[config.mk]
export PLATFORM = sky130hd
export DESIGN_NAME = axis_result_packetizer
export DESIGN_NICKNAME = d
export VERILOG_FILES = /design/src/rtl/axis_result_packetizer.sv
export SDC_FILE = /design/constraint.sdc
export NUM_CORES = 1
export LEC_CHECK = 0
export BUFFER_PORTS_ARGS = -buffer_cell sky130_fd_sc_hd__buf_2
export CAP_MARGIN = 5
export CELL_PAD_IN_SITES_DETAIL_PLACEMENT = 2
export CELL_PAD_IN_SITES_GLOBAL_PLACEMENT = 2
export CORE_UTILIZATION = 51
export DETAILED_ROUTE_END_ITERATION = 6
export HOLD_SLACK_MARGIN = 0.12
export PLACE_DENSITY = 0.87
export SETUP_SLACK_MARGIN = 0.1
export SLEW_MARGIN = 20
export SYNTH_ARGS = -nofsm -noshare
export SYNTH_HDL_FRONTEND = slang
export SYNTH_SLANG_ARGS = --single-unit
[constraint.sdc]
create_clock -name aclk -period 8.2 [get_ports aclk]
set_clock_uncertainty 0.15 [all_clocks]
set_input_delay 1.64 -clock aclk [delete_from_list [all_inputs] [get_ports aclk]]
set_output_delay 1.64 -clock aclk [all_outputs]
set_load 0.02 [all_outputs]
[src/rtl/axis_result_packetizer.sv]
// Result-word packetizer: buffers core results in a small FIFO
// and emits them as one AXI-Stream packet of a programmed length.
module axis_result_packetizer #(
  parameter int DATA_WIDTH = 20,
  parameter int FIFO_DEPTH = 16,
  parameter int LEN_WIDTH  = 16
) (
  input  logic                  aclk,
  input  logic                  aresetn,
  input  logic                  start,
  input  logic [LEN_WIDTH-1:0]  pkt_len,
  input  logic                  in_valid,
  input  logic [DATA_WIDTH-1:0] in_data,
  output logic                  in_ready,
  output logic [DATA_WIDTH-1:0] m_axis_tdata,
  output logic                  m_axis_tvalid,
  input  logic                  m_axis_tready,
  output logic                  m_axis_tlast,
  output logic                  busy,
  output logic                  done,
  output logic                  len_err
);

  localparam int AW = $clog2(FIFO_DEPTH);

  localparam logic [1:0] S_IDLE  = 2'd0;
  localparam logic [1:0] S_FILL  = 2'd1;
  localparam logic [1:0] S_DRAIN = 2'd2;

  logic [1:0]            state;
  logic [LEN_WIDTH-1:0]  len_q;
  logic [LEN_WIDTH-1:0]  in_cnt;
  logic [LEN_WIDTH-1:0]  out_cnt;
  logic [AW:0]           wr_ptr;
  logic [AW:0]           rd_ptr;
  logic [DATA_WIDTH-1:0] mem [FIFO_DEPTH];

  logic fifo_full;
  logic fifo_empty;
  logic push;
  logic pop;
  logic in_last;
  logic out_last;

  assign fifo_empty = (wr_ptr == rd_ptr);
  assign fifo_full  = (wr_ptr[AW] != rd_ptr[AW]) &&
                      (wr_ptr[AW-1:0] == rd_ptr[AW-1:0]);

  // in_ready deliberately ignores a same-cycle pop
  assign in_ready      = (state == S_FILL) && !fifo_full;
  assign m_axis_tvalid = !fifo_empty;
  assign m_axis_tdata  = fifo_empty ? '0 : mem[rd_ptr[AW-1:0]];
  assign m_axis_tlast  = m_axis_tvalid && out_last;
  assign busy          = (state != S_IDLE);

  assign push     = in_valid && in_ready;
  assign pop      = m_axis_tvalid && m_axis_tready;
  assign in_last  = (in_cnt + LEN_WIDTH'(1)) == len_q;
  assign out_last = out_cnt == (len_q - LEN_WIDTH'(1));

  always_ff @(posedge aclk) begin
    if (push) mem[wr_ptr[AW-1:0]] <= in_data;
  end

  always_ff @(posedge aclk or negedge aresetn) begin
    if (!aresetn) begin
      wr_ptr <= '0;
      rd_ptr <= '0;
    end else begin
      if (push) wr_ptr <= wr_ptr + (AW+1)'(1);
      if (pop)  rd_ptr <= rd_ptr + (AW+1)'(1);
    end
  end

  always_ff @(posedge aclk or negedge aresetn) begin
    if (!aresetn) begin
      state   <= S_IDLE;
      len_q   <= '0;
      in_cnt  <= '0;
      out_cnt <= '0;
      done    <= 1'b0;
      len_err <= 1'b0;
    end else begin
      done    <= 1'b0;
      len_err <= 1'b0;
      case (state)
        S_IDLE: begin
          if (start) begin
            if (pkt_len != '0) begin
              len_q   <= pkt_len;
              in_cnt  <= '0;
              out_cnt <= '0;
              state   <= S_FILL;
            end else begin
              len_err <= 1'b1;
            end
          end
        end
        S_FILL: begin
          if (push) begin
            in_cnt <= in_cnt + LEN_WIDTH'(1);
            if (in_last) state <= S_DRAIN;
          end
          if (pop) out_cnt <= out_cnt + LEN_WIDTH'(1);
        end
        S_DRAIN: begin
          if (pop) begin
            out_cnt <= out_cnt + LEN_WIDTH'(1);
            if (out_last) begin
              state <= S_IDLE;
              done  <= 1'b1;
            end
          end
        end
        default: state <= S_IDLE;
      endcase
    end
  end

endmodule

[Word-level counts from Yosys, hierarchy flattened]
Memories as Yosys holds them, arrays and structs flattened.
Index checks and enable logic that the tools add are counted.
Word-level totals
  register bits after elaboration: 62
  memory bits (writable): 320
  output and inout port bits: 26
  word-level logic and storage cells: 67
  memories: 1
Cells by class
  add/subtract/negate cells: 5
  equality and inequality tests: 14
  multiplexer cells: 22
  reductions and logical operators: 17
Memories
  mem: depth 16, width 20, rd ports 1, clocked after memory_dff 0, write ports 1, RTL line 36  | logic [DATA_WIDTH-1:0] mem [FIFO_DEPTH];
Operators by type and width (number)
  16-bit 2-to-1 mux: 4
  16-bit one-hot mux with 2 select lines: 2
  16-bit by 1-bit adder with 16-bit output (second input constant): 2
  16-bit == test: 2
  20-bit 2-to-1 mux: 1
  16-bit nonzero test: 1
  16-bit by 1-bit subtractor with 16-bit output (second input constant): 1
  2-bit 2-to-1 mux: 6
  2-bit != test (second input constant): 6
  5-bit by 1-bit adder with 5-bit output (second input constant): 2
  1-bit 2-to-1 mux: 8
  4-bit AND reduction: 2
  2-bit one-hot mux with 3 select lines: 1
  6-bit AND reduction: 1
  2-bit nonzero test: 3
  5-bit == test: 1
  1-bit logical AND: 5
  4-bit == test: 1
  3-bit AND reduction: 1
  2-bit by 1-bit == test with 1-bit output (second input constant): 1
  2-bit == test (second input constant): 1
  1-bit zero test: 2
  2-bit zero test: 1
  2-bit by 1-bit != test with 1-bit output (second input constant): 1
  other kinds (2): 2

[Logic depth before layout (Yosys ltp)]
Gate-level depths: netlist (run 1).
  word-level depth: 7
  gate-level depth with buffers: 10

[Worst setup path after synthesis (run 1)]
OpenSTA, ideal clock, no wires.
  kind: register -> output
  from: register len_q[0]
  to: output port m_axis_tlast
  data arrival time: 2.821 ns
  slack: 3.589 ns
  stages on the path, launching flop included: 9
  buffers on the path: 0
  path through: dfrtp_1 -> inv_1 -> ha_1 -> or4b_4 -> o32a_1 -> a31oi_1 -> o2111ai_1 -> or4_4 -> nor3_1
On the way
  cells in the longest elaborated chain, start to end: 3
Ends and longest elaborated chain
  from (decl): RTL line 31  | logic [LEN_WIDTH-1:0] len_q;
  from (signal assigned): RTL line 90  | len_q <= pkt_len;
  16-bit by 1-bit subtractor with 16-bit output: RTL line 59  | assign out_last = out_cnt == (len_q - LEN_WIDTH'(1));
  16-bit == test: RTL line 59
  1-bit logical AND: RTL line 53  | assign m_axis_tlast = m_axis_tvalid && out_last;
  to (decl): RTL line 18  | output logic m_axis_tlast,
No other way between the ends.

[Final worst setup path (run 1)]
  from: register rd_ptr[0]
  to: output port m_axis_tdata[11]
On the way
  cells in the longest elaborated chain, start to end: 2
Ends and longest elaborated chain
  from (decl): RTL line 35  | logic [AW:0] rd_ptr;
  from (signal assigned): RTL line 71  | if (pop) rd_ptr <= rd_ptr + (AW+1)'(1);
  memory read 16 x 20 bit or 5-bit == test (tied branches)
  20-bit 2-to-1 mux *: RTL line 52  | assign m_axis_tdata = fifo_empty ? '0 : mem[rd_ptr[AW-1:0]];
  to (decl): RTL line 15  | output logic [DATA_WIDTH-1:0] m_axis_tdata,
Mark *: on every way between the ends. The rest lies on a longest branch, timed or not.

==> results of run 1 <==
[power by group]
part	total, W	internal, W	leakage [nW]	switching, W
registers	0.00262	0.00229	3.68	0.000335
clock network	0.00172	0.000936	0.591	0.000781
logic	0.00209	0.000941	1.94	0.00115
total	0.00643	0.00416	6.22	0.00227
[layer usage]
| metal | up-vias | part of all wire (%) | wire length (um) |
|---|---|---|---|
| met1 | 5123 | 38 | 19500 |
| met3 | 95 | 6.8 | 3500 |
| met2 | 465 | 52 | 26700 |
| met4 | 2 | 2.8 | 1440 |
| met5 | - | 0.033 | 17 |
| li1 | 3834 | - | - |
[cell usage in the layout, fill, tap and decap left out, drive strengths merged, types with 3 or more instances in the layout]
cell	instances
nand3	8
buf	87
o41ai	3
o2bb2ai	3
o22ai	4
mux4	100
and2	19
and4	5
or3	4
or4	4
dfrtp	62
clkbuf	52
o21ai	29
nor3b	5
a31oi	7
nand2b	4
a21oi	16
nor2	37
inv	17
clkinv	19
nand2	30
edfxtp	320
xnor2	41
mux2i	7
nor2b	29
nand4	12
nor3	11
and3	12
nor4	8
xor2	25
mux2	15
o31ai	8
ha	11
[area by class of cell]
cell class / instances / area share (%)
Sequential cell: 382 / 61.1
Multi-Input combinational cell: 481 / 26.6
Clock buffer: 52 / 5.95
Tap cell: 402 / 2.75
Timing Repair Buffer: 87 / 2.67
Clock inverter: 20 / 0.520
Inverter: 17 / 0.349
[worst max path at each step]
| stage | slack [ns] | cells past startpoint | end | from |
|---|---|---|---|---|
| after global routing | 2.20 | 5 | m_axis_tdata[11] | rd_ptr[0] |
| after floorplan | 3.59 | 8 | m_axis_tlast | len_q[0] |
| after detailed placement | 3.01 | 5 | m_axis_tdata[0] | rd_ptr[0] |
| after CTS | 2.38 | 5 | m_axis_tdata[17] | rd_ptr[0] |
| final | 2.48 | 5 | m_axis_tdata[11] | rd_ptr[0] |
| after global placement | 3.11 | 5 | m_axis_tdata[0] | rd_ptr[0] |
[synthesized netlist by cell type (2+ instances only)]
library cell / count / area [um2]
sky130_fd_sc_hd__nand2b_1: 4 / 25.0
sky130_fd_sc_hd__edfxtp_1: 320 / 9610
sky130_fd_sc_hd__a31oi_1: 7 / 43.8
sky130_fd_sc_hd__nor3_1: 11 / 55.1
sky130_fd_sc_hd__mux2_2: 15 / 169
sky130_fd_sc_hd__xor2_1: 25 / 219
sky130_fd_sc_hd__o2bb2ai_1: 3 / 26.3
sky130_fd_sc_hd__nor4b_1: 2 / 17.5
sky130_fd_sc_hd__nand4_1: 12 / 75.1
sky130_fd_sc_hd__or4_1: 3 / 22.5
sky130_fd_sc_hd__o31ai_1: 7 / 52.6
sky130_fd_sc_hd__or2_2: 2 / 12.5
sky130_fd_sc_hd__mux4_2: 100 / 2250
sky130_fd_sc_hd__o22ai_1: 4 / 25.0
sky130_fd_sc_hd__and4_1: 5 / 43.8
sky130_fd_sc_hd__nand3_1: 8 / 40.0
sky130_fd_sc_hd__nor3b_1: 5 / 37.5
sky130_fd_sc_hd__and3_1: 12 / 75.1
sky130_fd_sc_hd__nor2_1: 37 / 139
sky130_fd_sc_hd__o21bai_1: 2 / 15.0
sky130_fd_sc_hd__buf_2: 2 / 10.0
sky130_fd_sc_hd__o41ai_1: 3 / 26.3
sky130_fd_sc_hd__nor2b_1: 29 / 181
sky130_fd_sc_hd__and2_1: 19 / 119
sky130_fd_sc_hd__nand2_1: 30 / 113
sky130_fd_sc_hd__a21oi_1: 16 / 80.1
sky130_fd_sc_hd__dfrtp_1: 62 / 1550
sky130_fd_sc_hd__inv_1: 17 / 63.8
sky130_fd_sc_hd__ha_1: 11 / 138
sky130_fd_sc_hd__o21ai_0: 28 / 140
sky130_fd_sc_hd__or3_1: 4 / 25.0
sky130_fd_sc_hd__nor4_1: 8 / 50.1
sky130_fd_sc_hd__mux2i_1: 7 / 70.1
sky130_fd_sc_hd__buf_1: 10 / 37.5
sky130_fd_sc_hd__xnor2_1: 41 / 359
sky130_fd_sc_hd__clkbuf_1: 35 / 131
[critical path, delay by kind of cell (launching register included)]
family	cells	cell delay, ns
simple gates	1	0.15
flops	1	1.01
buf+inv	2	1.03
mux	2	1.18
[stage by stage]
step | cells | utilization (%) | instance area [um2] | hold WS (ns)
after floorplan | 928 | - | 16300 | 0.324
after global placement | 1369 | 54.3 | 17100 | 0.341
after detailed placement | 1369 | 54.3 | 17100 | 0.374
after CTS | 1441 | 58.1 | 18300 | 0.382
after global routing | 1441 | 58.1 | 18300 | 0.399
final | 1441 | 58.1 | 18300 | 0.377
[sequential cells by signal, indices dropped and copies added (netlist names)]
register / count
in_cnt: 16
mem: 320
done: 1
wr_ptr: 5
state: 2
len_q: 16
out_cnt: 16
len_err: 1
rd_ptr: 5
[cell families (layout without fill, tap and decap cells)]
family	count (synthesis)	after routing	share of synthesized area, %
AOI/OAI and AO/OA	87	87	3.54
xor gates and xnor gates	66	66	3.55
adders and majority gates	11	11	0.846
buffers and inverters	65	176	1.56
DFF	382	382	68.6
muxes	122	122	15.3
and+or+nand+nor	195	195	6.61
==> metrics list, run 1 <==
- Entering global routing, the biggest net connects 63 pins.
- Clock buffer depth: 3
- Setup bufs post-CTS: 0
* Number of port buffers: 66
* Delay contributed by the slowest stage of the critical path: 1.01 ns
- Dividing the detail-routed wire length by the instance count gives 35.5 um.
- Final min period: 5.72 ns
- The most used flip-flop cell after synthesis is sky130_fd_sc_hd__edfxtp_1.
* Aggregate global-route resource usage: 32.3%
- PnR Total Power: 0.00643 W
- Endpoint class of the critical path: output port
- Via count of the first global-routing pass: 10500
- After synthesis the cells add up to 16300 um2.
- Number of warnings printed during yosys synthesis: 0
- DR vias: 9519
- Cell-by-cell trace of the critical path: buf_4 > mux4_2 > mux4_2 > nor2b_1 > buf_2
- Setup Viol. Count Final: 0
- Final-layout fill cell count: 2615
- Cells with a size suffix above 1 make up 26.2% of the layout.
* VDD IR-drop max: 0.210 mV
* Number of design-rule violations left by the first detailed-router iteration: 861
- Final #Nets: 1061
* Final hold vios: 0
* Ant diodes: 0
* Initial standard-cell utilization of the core: 51.7%
- Inserted Clock Buffers: 40
- In this run the number of H-tree levels came out at 2.
- At the pin with the least slew margin, the transition time is 1.12 ns.
- The clock reaches the later pin of the worst-skew pair after 0.53 ns.
- Compared with the post-synthesis result, the final layout area differs by 12.3%.
* Core area: 31500 um2
- Overflow left after global routing: 0
- Setup repair after global routing left no endpoint under its margin.
- Start point of the worst min-delay path: in_cnt[15]
* Rows: 65
- Quantity of hold-fixing buffers added after cts: 0
* Count of cells resized by post-cts repair: 0
- Fmax achieved: 175 MHz
- Averaged over all synthesized cells, the footprint is 17.5 um2.
* TritonCTS clock tree: done
- After synthesis, flip-flops and latches occupy 68.6% of the total area.
- The flow ran to the end, and the final reports show no timing, DRC or antenna violations.
- Die footprint: 32600 um2
- Before CTS, the worst setup slack after placement is 3.01 ns.
- In this run the most used layer during global routing was met2.
* Number of antenna violations at the first check in global routing: 3
- Once detailed placement completed, the half-perimeter wirelength came to 29900 um.
- Clock Tree Root: sky130_fd_sc_hd__clkbuf_16
- Startpoint type of the worst setup path: register
* Cell depth of the worst flop-to-flop path: 8
- Leakage: 6.22 nW
- Sum Neg Setup Slack: 0 ns
- The startpoint identified for the worst register-to-register timing path is rd_ptr[0].
- The first global-routing pass estimated 74500 um of wire.
- Mapped Nets: 980
- Slew Viols, Final: 0
* Number of vias per cell after detailed routing: 6.61
- P per Cell Area: 352 nW/um2
- Type of the setup path with the least slack: register to output port
- Clk sinks: 382
- The tool flagged a number of max-cap violations equal to 0.
- Area of all sequential standard cells: 11200 um2
- Arrival time reported for the critical path endpoint: 3.93 ns
- Measured against its own limit, the worst slew margin works out to 25.5%.
- By instance count, the cell type seen most on the critical path is sky130_fd_sc_hd__mux4_2.
- The floorplan step set the die width to 181 um.
* Multi-input gate area: 4870 um2
- For the worst setup path, the data required time is 6.41 ns.
- Number of enable-type register cells in the synthesized netlist: 320
* Cell count of the worst hold path: 1
* Cell count after synthesis: 928
- Routability-driven placement finished with a final weighted congestion of 0.825.
- After synthesis the netlist holds a flip-flop and latch count of 382.
- After detailed routing, the total wire length is 51200 um.
* Slack of the worst reg-to-reg path: 3.90 ns
- Class of the tightest hold or removal check: register to register
- Antenna viol nets, final: 0
- On the critical path, the stage with the largest delay is an instance of sky130_fd_sc_hd__dfrtp_4.
- Global routing usage on met2: 56.5%
- Crit path max fanout: 44
* Top-Level Pins: 67
- Setup slack on the critical path of the routed design comes to 2.48 ns.
- Reg-to-reg critical path endpoint: mem[5][9]
* Post-route DRC: 0
- Global routing consumed, on the met1 layer, 41.8% of the routing resources.
- End point of the most critical hold path: in_cnt[15]
- For this run, the detailed router's first-pass iteration total came to 7.
* Crit share post-route: 69.8%
- Clock-pin slew was measured on the worst setup and hold paths at 0.07 ns.
- For met3 alone, demand over resource in global routing was 4.65%.
* Die extent in y: 181 um
- After synthesis, the netlist uses 58 different library cells.
- Fraction of registers with async set or reset after synthesis: 16.2%
No activity file was read; power rests on OpenSTA's default activity.
==> run 2: changes to the inputs <==
--- a/config.mk
+++ b/config.mk
@@ -9,10 +9,10 @@
 export CAP_MARGIN = 5
 export CELL_PAD_IN_SITES_DETAIL_PLACEMENT = 2
 export CELL_PAD_IN_SITES_GLOBAL_PLACEMENT = 2
-export CORE_UTILIZATION = 51
+export CORE_UTILIZATION = 47
 export DETAILED_ROUTE_END_ITERATION = 6
 export HOLD_SLACK_MARGIN = 0.12
-export PLACE_DENSITY = 0.87
+export PLACE_DENSITY = 0.81
 export SETUP_SLACK_MARGIN = 0.1
 export SLEW_MARGIN = 20
 export SYNTH_ARGS = -nofsm -noshare
==> constraint.sdc (replaced) <==
create_clock -name aclk -period 5.9 [get_ports aclk]
set_clock_uncertainty 0.15 [all_clocks]
set_input_delay 1.18 -clock aclk [delete_from_list [all_inputs] [get_ports aclk]]
set_output_delay 1.18 -clock aclk [all_outputs]
set_load 0.02 [all_outputs]
==> run 2 against run 1 <==
  * Die area up 8.4%
  * Non-clock buffer count rose by 5
  * Cell count grew 3.2%
  * First-iteration DRC count is 12% lower
  * Sequential power rose by 34%
  * Critical path depth grew 4
  * Core utilization shrank 3.5 points
  * Clock power grew 42%
  * Design area is 0.86% higher
  * Flip-flop and latch count unchanged
  * Global-route usage fell by 5.5 points
  * Critical endpoint is now m_axis_tlast
==> metrics list, run 2 (same netlist as run 1, synthesis figures left out) <==
* Result of the run: complete, no violations (unchanged)
- Relative max-transition margin: 30.6% (was 25.5%)
- Inserted Clock Buffers: 41 (was 40)
- Final hold vios: 0 (unchanged)
* VDD IR-drop max: 0.347 mV (was 0.210 mV)
- Slack of the worst reg-to-reg path: 1.95 ns (was 3.90 ns)
- Unrepaired setup endpoints after global routing: false (unchanged)
* Cell-by-cell trace of the critical path: inv_1 > ha_1 > or4b_4 > nor4b_1 > mux2i_1 > nor2b_1 > o21ai_1 > nor3_1 > buf_2 (was buf_4 > mux4_2 > mux4_2 > nor2b_1 > buf_2)
* Number of maximum-capacitance violations: 0 (unchanged)
* Die Width: 188 um (was 181 um)
- Quantity of hold-fixing buffers added after cts: 0 (unchanged)
- The area overhead of the layout relative to synthesis is 13.3% (was 12.3%).
- Slew Viols, Final: 0 (unchanged)
* Setup Viol. Count Final: 0 (unchanged)
- The family of cells with the greatest summed delay on the critical path is simple AND/OR/NAND/NOR gates (was multiplexers).
- The number of detailed-route iterations in the first pass came to 5 (was 7).
- The highest net fanout along the worst path was 5 (was 44).
* Leakage: 6.25 nW (was 6.22 nW)
- The number of flip-flops in the largest register came to 320 (unchanged).
* Crit share post-route: 81.1%
- The HPWL reported at the end of detailed placement is 29600 um (was 29900 um).
- Initial standard-cell utilization of the core: 48.2% (was 51.7%)
- Aggregate global-route resource usage: 26.8% (was 32.3%)
* Critical Path Source: len_q[0] (was rd_ptr[0])
- The required time at the endpoint of the critical path came to 4.57 ns (was 6.41 ns).
- Commonest cells after routing, fill and taps aside: 320 x sky130_fd_sc_hd__edfxtp_1, 100 x sky130_fd_sc_hd__mux4_2, 66 x sky130_fd_sc_hd__buf_2, 59 x sky130_fd_sc_hd__dfrtp_1, 42 x sky130_fd_sc_hd__clkbuf_16 (was 320 x sky130_fd_sc_hd__edfxtp_1, 100 x sky130_fd_sc_hd__mux4_2, 66 x sky130_fd_sc_hd__buf_2, 59 x sky130_fd_sc_hd__dfrtp_1).
- Clock buffer depth: 3 (unchanged)
- The die boundary height was 188 um (was 181 um).
* Arrival time reported for the critical path endpoint: 3.46 ns (was 3.93 ns)
- The global-route wire length before repair came to 68100 um (was 74500 um).
- Clock input transition at the sequential cells of the worst setup and hold paths: 0.06 ns (was 0.07 ns)
* Number of vias per cell after detailed routing: 6.10 (was 6.61)
* Overflow left after global routing: 0 (unchanged)
* Setup bufs post-CTS: 0 (unchanged)
* DR vias: 9066 (was 9519)
- H-tree lvl count: 2 (unchanged)
- Number of design-rule violations left by the first detailed-router iteration: 758 (was 861)
* Largest net degree at the start of global routing: 54 (was 63)
- The number of antenna violations at the first check in global routing was 1 (was 3).
- The root buffer cell is sky130_fd_sc_hd__clkbuf_16 (unchanged).
- The area of the die came to 35400 um2 (was 32600 um2).
* Cell count of the worst hold path: 1 (unchanged)
* Clk sinks: 382 (unchanged)
- Timing would allow up to 209 MHz.
* Buffer and inverter count on the worst path: 2 (unchanged)
- Number of port buffers: 66 (unchanged)
- The final layout net count is 1067 (was 1061).
- Detailed Route WL: 45900 um (was 51200 um)
* Reg2reg start: rd_ptr[1] (was rd_ptr[0])
* Top-Level Pins: 67 (unchanged)
- Post-route DRC: 0 (unchanged)
- The core area was 33800 um2 (was 31500 um2).
- Most frequent standard cell in the layout excluding fill and tap cells: sky130_fd_sc_hd__edfxtp_1 (unchanged)
- The TritonCTS clock tree was done (unchanged).
- The type of element capturing the critical path was an output port (unchanged).
* Type of the setup path with the least slack: register to output port (unchanged)
- PnR Total Power: 0.00888 W (was 0.00643 W)
- Cell depth of the worst flop-to-flop path: 8 (unchanged)
- Antenna viol nets, final: 0 (unchanged)
- The startpoint type of the worst setup path is a register (unchanged).
- P per Cell Area: 482 nW/um2 (was 352 nW/um2)
- The global placement routability congestion is 0.811 (was 0.825).
- WL/cell: 30.9 um (was 35.5 um)
* Reg-to-reg critical path endpoint: wr_ptr[4] (was mem[5][9])
- Class of the tightest hold or removal check: register to register (unchanged)
* Transition time at the pin with the least slew margin: 1.04 ns (was 1.12 ns)
- Critical-path top delay cell: sky130_fd_sc_hd__nor4b_1 (was sky130_fd_sc_hd__dfrtp_4)
* Share of layout cells above drive strength 1: 26.2% (unchanged)
- Count of cells resized by post-cts repair: 0 (unchanged)
* Clock latency on the worst-skew pair: 0.54 ns (was 0.53 ns)
* CP Depth: 9 (was 5)
- Final min period: 4.79 ns
- Worst setup endpoint: m_axis_tlast (was m_axis_tdata[11])
- The sum of negative setup slack was 0 ns (unchanged).
- Delay contributed by the slowest stage of the critical path: 0.58 ns (was 1.01 ns)
- The number of cell rows came to 67 (was 65).
* Ant diodes: 0 (unchanged)
- Via count of the first global-routing pass: 10100 (was 10500)
## run 2: cell type report
type	instances	area, um2
fill	2897	15400
tap	448	561
timing repair buffer	92	526
clock buffer	57	1130
clock inverter	10	118
sequential	382	11200
inverter	17	63.8
multi-input combinational	481	4870
## run 2: worst min path at each step
| stage | to | slack, ns | startpoint |
|---|---|---|---|
| 2_1_floorplan | in_cnt[15] | 0.32 | in_cnt[15] |
| 3_3_place_gp | in_cnt[15] | 0.35 | in_cnt[15] |
| 3_5_place_dp | in_cnt[15] | 0.37 | in_cnt[15] |
| 4_1_cts | in_cnt[15] | 0.38 | in_cnt[15] |
| 5_1_grt | in_cnt[15] | 0.40 | in_cnt[15] |
| 6_report | in_cnt[15] | 0.37 | in_cnt[15] |
## run 2: stage by stage
stage | instances | hold WS (ns) | util (%) | setup slack, ns | instance area [um2]
final | 1487 | 0.372 | 54.6 | 1.11 | 18400
after global routing | 1487 | 0.402 | 54.6 | 0.938 | 18400
after CTS | 1487 | 0.382 | 54.5 | 1.08 | 18400
after detailed placement | 1420 | 0.369 | 50.9 | 1.69 | 17200
after global placement | 1420 | 0.345 | 50.9 | 1.73 | 17200
after floorplan | 928 | 0.324 | - | 1.75 | 16300
## run 2: power by group
group | leakage, nW | switching (W) | internal, W
Combinational | 1.97 | 0.00160 | 0.00131
Clock | 0.598 | 0.00104 | 0.00142
Sequential | 3.68 | 0.000336 | 0.00318
## run 2: worst reg2reg max path: stages (launching register included)
cell                      delay, ns
sky130_fd_sc_hd__dfrtp_4       0.69
sky130_fd_sc_hd__xor2_1        0.23
sky130_fd_sc_hd__nor4_1        0.66
sky130_fd_sc_hd__nand2_1       0.24
sky130_fd_sc_hd__and3_1        0.45
sky130_fd_sc_hd__and3_1        0.34
sky130_fd_sc_hd__and2_1        0.48
sky130_fd_sc_hd__buf_4         0.38
sky130_fd_sc_hd__xor2_1        0.20
## run 2: routing by layer
| layer | global-route usage (%) | wire [um] |
|---|---|---|
| met5 | 0 | 13 |
| met4 | 8.91 | 1340 |
| met3 | 3.91 | 2090 |
| met2 | 46.5 | 23800 |
| met1 | 34.8 | 18700 |
==> run 3: changes to the inputs <==
--- a/config.mk
+++ b/config.mk
@@ -5,14 +5,15 @@
 export SDC_FILE = /design/constraint.sdc
 export NUM_CORES = 1
 export LEC_CHECK = 0
+export ABC_AREA = 1
 export BUFFER_PORTS_ARGS = -buffer_cell sky130_fd_sc_hd__buf_2
 export CAP_MARGIN = 5
 export CELL_PAD_IN_SITES_DETAIL_PLACEMENT = 2
 export CELL_PAD_IN_SITES_GLOBAL_PLACEMENT = 2
-export CORE_UTILIZATION = 47
+export CORE_UTILIZATION = 38
 export DETAILED_ROUTE_END_ITERATION = 6
 export HOLD_SLACK_MARGIN = 0.12
-export PLACE_DENSITY = 0.81
+export PLACE_DENSITY = 0.78
 export SETUP_SLACK_MARGIN = 0.1
 export SLEW_MARGIN = 20
 export SYNTH_ARGS = -nofsm -noshare
==> constraint.sdc (replaced) <==
create_clock -name aclk -period 4.3 [get_ports aclk]
set_clock_uncertainty 0.15 [all_clocks]
set_input_delay 0.86 -clock aclk [delete_from_list [all_inputs] [get_ports aclk]]
set_output_delay 0.86 -clock aclk [all_outputs]
set_load 0.02 [all_outputs]
==> run 3 against run 2 <==
  * Setup slack got worse by 0.77 ns
  * Die area is 29% higher
  * Routed wire length up 20%
  * Highest routed layer unchanged
  * Largest cell class unchanged
  * Critical path depth fell by 2
  * Design area is 5.6% higher
  * Flip-flop and latch count stayed put
  * Power increased by 47%
  * Via count increased by 35%
  * Non-clock buffer count is 8 higher
==> metrics list, run 3 <==
- Mean instance size in the synthesized netlist: 11.3 um2 (was 17.5 um2)
- Die Width: 214 um (was 188 um)
* Setup bufs post-CTS: 0 (unchanged)
- Post-DP HPWL: 35900 um (was 29600 um)
* Fraction of registers with async set or reset after synthesis: 16.2% (unchanged)
- Area growth from synthesis to layout: 14.5% (was 13.3%)
- Timing would allow up to 253 MHz.
- The final layout net count is 1631 (was 1067).
- The total number of H-tree levels came to 2 (unchanged).
- Result of the run: complete, no violations (unchanged).
- The remaining antenna violation count after routing was 0 (unchanged).
- Arrival time reported for the critical path endpoint: 2.94 ns (was 3.46 ns)
* WL/cell: 25.1 um (was 30.9 um)
- Clock buffer depth: 3 (unchanged)
- Synth Flop Type: sky130_fd_sc_hd__edfxtp_1 (unchanged)
- The post-synthesis sequential area ratio came to 65.6% (was 68.6%).
* TritonCTS clock tree: done (unchanged)
* Cell area after technology mapping: 17000 um2 (was 16300 um2)
- The aggregate routed wire length came to 55300 um (was 45900 um).
- Mapped Nets: 1560 (was 980)
- Class of the tightest hold or removal check: input port to async pin (was register to register)
- The number of antenna violations at the first check in global routing is 2 (was 1).
* Die extent in y: 214 um (was 188 um)
* Post-placement cell area: 18200 um2 (was 17200 um2)
- Required time of the critical path: 3.29 ns (was 4.57 ns)
- The number of diodes was 0 (unchanged).
- Rows: 77 (was 67)
- Sum Neg Setup Slack: 0 ns (unchanged)
- The number of flip-flops in the largest register came to 320 (unchanged).
- The slew of the pin with the lowest slew margin was 0.969 ns (was 1.04 ns).
* Most instantiated cells after synthesis: 320 x sky130_fd_sc_hd__edfxtp_1, 255 x sky130_fd_sc_hd__nor2_1, 228 x sky130_fd_sc_hd__nand2_1 (was 320 x sky130_fd_sc_hd__edfxtp_1, 100 x sky130_fd_sc_hd__mux4_2, 62 x sky130_fd_sc_hd__dfrtp_1)
- The Yosys warning count came to 0 (unchanged).
* Most frequent standard cell in the layout excluding fill and tap cells: sky130_fd_sc_hd__edfxtp_1 (unchanged)
- The share of post-route cells with drive strength above 1 was 12.9% (was 26.2%).
- The number of detailed-route iterations in the first pass was 5 (unchanged).
* Commonest cells after routing, fill and taps aside: 320 x sky130_fd_sc_hd__edfxtp_1, 237 x sky130_fd_sc_hd__nor2_1, 228 x sky130_fd_sc_hd__nand2_1, 110 x sky130_fd_sc_hd__o21ai_0, 92 x sky130_fd_sc_hd__inv_1 (was 320 x sky130_fd_sc_hd__edfxtp_1, 100 x sky130_fd_sc_hd__mux4_2, 66 x sky130_fd_sc_hd__buf_2, 59 x sky130_fd_sc_hd__dfrtp_1, 42 x sky130_fd_sc_hd__clkbuf_16)
- The final count of pins violating max slew is 0 (unchanged).
- The setup violation total in the final timing report came to 0 (unchanged).
* Number of enable-type register cells in the synthesized netlist: 320 (unchanged)
* Number of port buffers: 66 (unchanged)
- VDD IR-drop max: 0.405 mV (was 0.347 mV)
* Startpoint type of the worst setup path: register (unchanged)
- The number of failing hold endpoints at the final stage was 0 (unchanged).
- Clock input transition at the sequential cells of the worst setup and hold paths: 0.06 ns (about the same)
* Overflow left after global routing: 0 (unchanged)
- The post-placement worst setup slack was 0.764 ns (was 1.69 ns).
* Relative max-transition margin: 35.3% (was 30.6%)
- Cell-by-cell trace of the critical path: inv_4 > buf_4 > nor2_1 > o32ai_1 > nand2_1 > a31oi_1 > buf_2 (was inv_1 > ha_1 > or4b_4 > nor4b_1 > mux2i_1 > nor2b_1 > o21ai_1 > nor3_1 > buf_2)
- Crit path max fanout: 40 (was 5)
* Largest net degree at the start of global routing: 105 (was 54)
- The global placement routability congestion was 0.787 (was 0.811).
* Clk sinks: 382 (unchanged)
- The worst setup margin came to 0.348 ns (was 1.11 ns).
* DR vias: 12300 (was 9066)
* Top-Level Pins: 67 (unchanged)
* Most common cell in the synthesized netlist: sky130_fd_sc_hd__edfxtp_1 (unchanged)
* Unrepaired setup endpoints after global routing: false (unchanged)
* First-pass GRT wire length: 83100 um (was 68100 um)
- The clock latency reported for the late side of the worst-skew pair is 0.58 ns (was 0.54 ns).
- The worst setup path category is register to output port (unchanged).
- Via count of the first global-routing pass: 13500 (was 10100)
- The root buffer cell is sky130_fd_sc_hd__clkbuf_16 (unchanged).
- Number of design-rule violations left by the first detailed-router iteration: 787 (was 758)
- Initial standard-cell utilization of the core: 38.5% (was 48.2%)
* Core area: 44200 um2 (was 33800 um2)
* Number of register bits inferred by synthesis: 382 (unchanged)
- Critical-path top delay cell: sky130_fd_sc_hd__dfrtp_4 (was sky130_fd_sc_hd__nor4b_1)
- The count of different cell masters after synthesis was 46 (was 58).
- Number of vias per cell after detailed routing: 5.57 (was 6.10)
- The top cell type's share of synthesized area came to 56.5% (was 59.1%).
* Inserted Clock Buffers: 43 (was 41)
- Counting I/O delays and the setup requirement, the final critical path takes 3.95 ns.
* Synth top area cells: sky130_fd_sc_hd__edfxtp_1 57%, sky130_fd_sc_hd__dfrtp_1 9.1%, sky130_fd_sc_hd__nor2_1 5.6% (was sky130_fd_sc_hd__edfxtp_1 59%, sky130_fd_sc_hd__mux4_2 14%, sky130_fd_sc_hd__dfrtp_1 9.5%)
- The biggest cell delay along the critical path is 0.52 ns (was 0.58 ns).
- Cell count after synthesis: 1508 (was 928)
- Crit share post-route: 91.9%
* Endpoint class of the critical path: output port (unchanged)
- The number of DRC violations after detailed routing was 0 (unchanged).
- The global-route usage over all layers came to 24.8% (was 26.8%).
- The number of maximum-capacitance constraint violations was 0 (unchanged).
- The area of the die is 45600 um2 (was 35400 um2).
* Leakage: 7.02 nW (was 6.25 nW)
- Synth area leader: sky130_fd_sc_hd__edfxtp_1 (unchanged)
- P per Cell Area: 669 nW/um2 (was 482 nW/um2)
- Final std cell area, no fill: 19500 um2 (was 18400 um2)
==> run 3: layout make-up <==
type,instances,area [um2]
fill,4477,24800
sequential,382,11200
multi-input combinational,952,5180
clock buffer,60,1160
tap,592,741
timing repair buffer,100,711
inverter,100,378
clock inverter,19,135
==> run 3: metrics by stage <==
step / instances / total power [W] / utilization, % / hold WS [ns]
after floorplan: 1508 / 0.00784 / - / 0.311
after global placement: 2126 / 0.00935 / 41.1 / 0.328
after detailed placement: 2126 / 0.00964 / 41.1 / 0.341
after CTS: 2205 / 0.0132 / 44.0 / 0.167
after global routing: 2205 / 0.0137 / 44.0 / 0.202
final: 2205 / 0.0130 / 44.0 / 0.173
==> run 3: timing repair <==
action	CTS	global route
endpoints found under the hold margin	0	0
setup endpoints to repair	1	1
pin swaps	0	1
hold buffers	0	0
gates resized for setup	1	4
==> run 3: where the power goes <==
part	internal (W)	leakage, nW	switching [W]	total (W)
Sequential	0.00429	3.69	0.000367	0.00466
Combinational	0.00148	2.70	0.00342	0.00490
Clock	0.00195	0.630	0.00152	0.00347
==> run 3: path summary, 6_finish.rpt <==
kind / startpoint / slack (ns) / cells past startpoint / to
max: rd_ptr[0] / 0.35 / 7 / m_axis_tdata[0]
max in group asynchronous: aresetn / 2.97 / 2 / out_cnt[1]
min in group aclk: wr_ptr[4] / 0.35 / 1 / wr_ptr[4]
min reg2reg: wr_ptr[4] / 0.35 / 1 / wr_ptr[4]
min: aresetn / 0.17 / 1 / rd_ptr[2]
max reg2reg: rd_ptr[1] / 0.91 / 10 / mem[10][11]
==> run 3: per-layer routing <==
layer  GRT usage, %  up-vias  wire [um]
met1           30.3     6385      22800
met4           8.99        4       1660
met2           44.3      269      28500
li1               -     5520          -
met3           3.69      104       2260
met5              0        -         27
==> run 3: cell families after synthesis <==
logic type	after synthesis	synth area share [%]
buffers and inverters	174	4.29
flip-flops	382	65.6
multiplexers	29	1.71
AO/OA/AOI/OAI	257	9.98
AND/OR/NAND/NOR	613	15.3
adder cells (fa/ha/maj)	11	0.809
XOR/XNOR	42	2.24
==> run 3: critical path, delay by kind of cell (launching register included) <==
family | cells | cell delay (ns)
buf+inv | 3 | 1.05
flops | 1 | 0.52
simple gates | 2 | 0.19
compound gates | 2 | 0.60
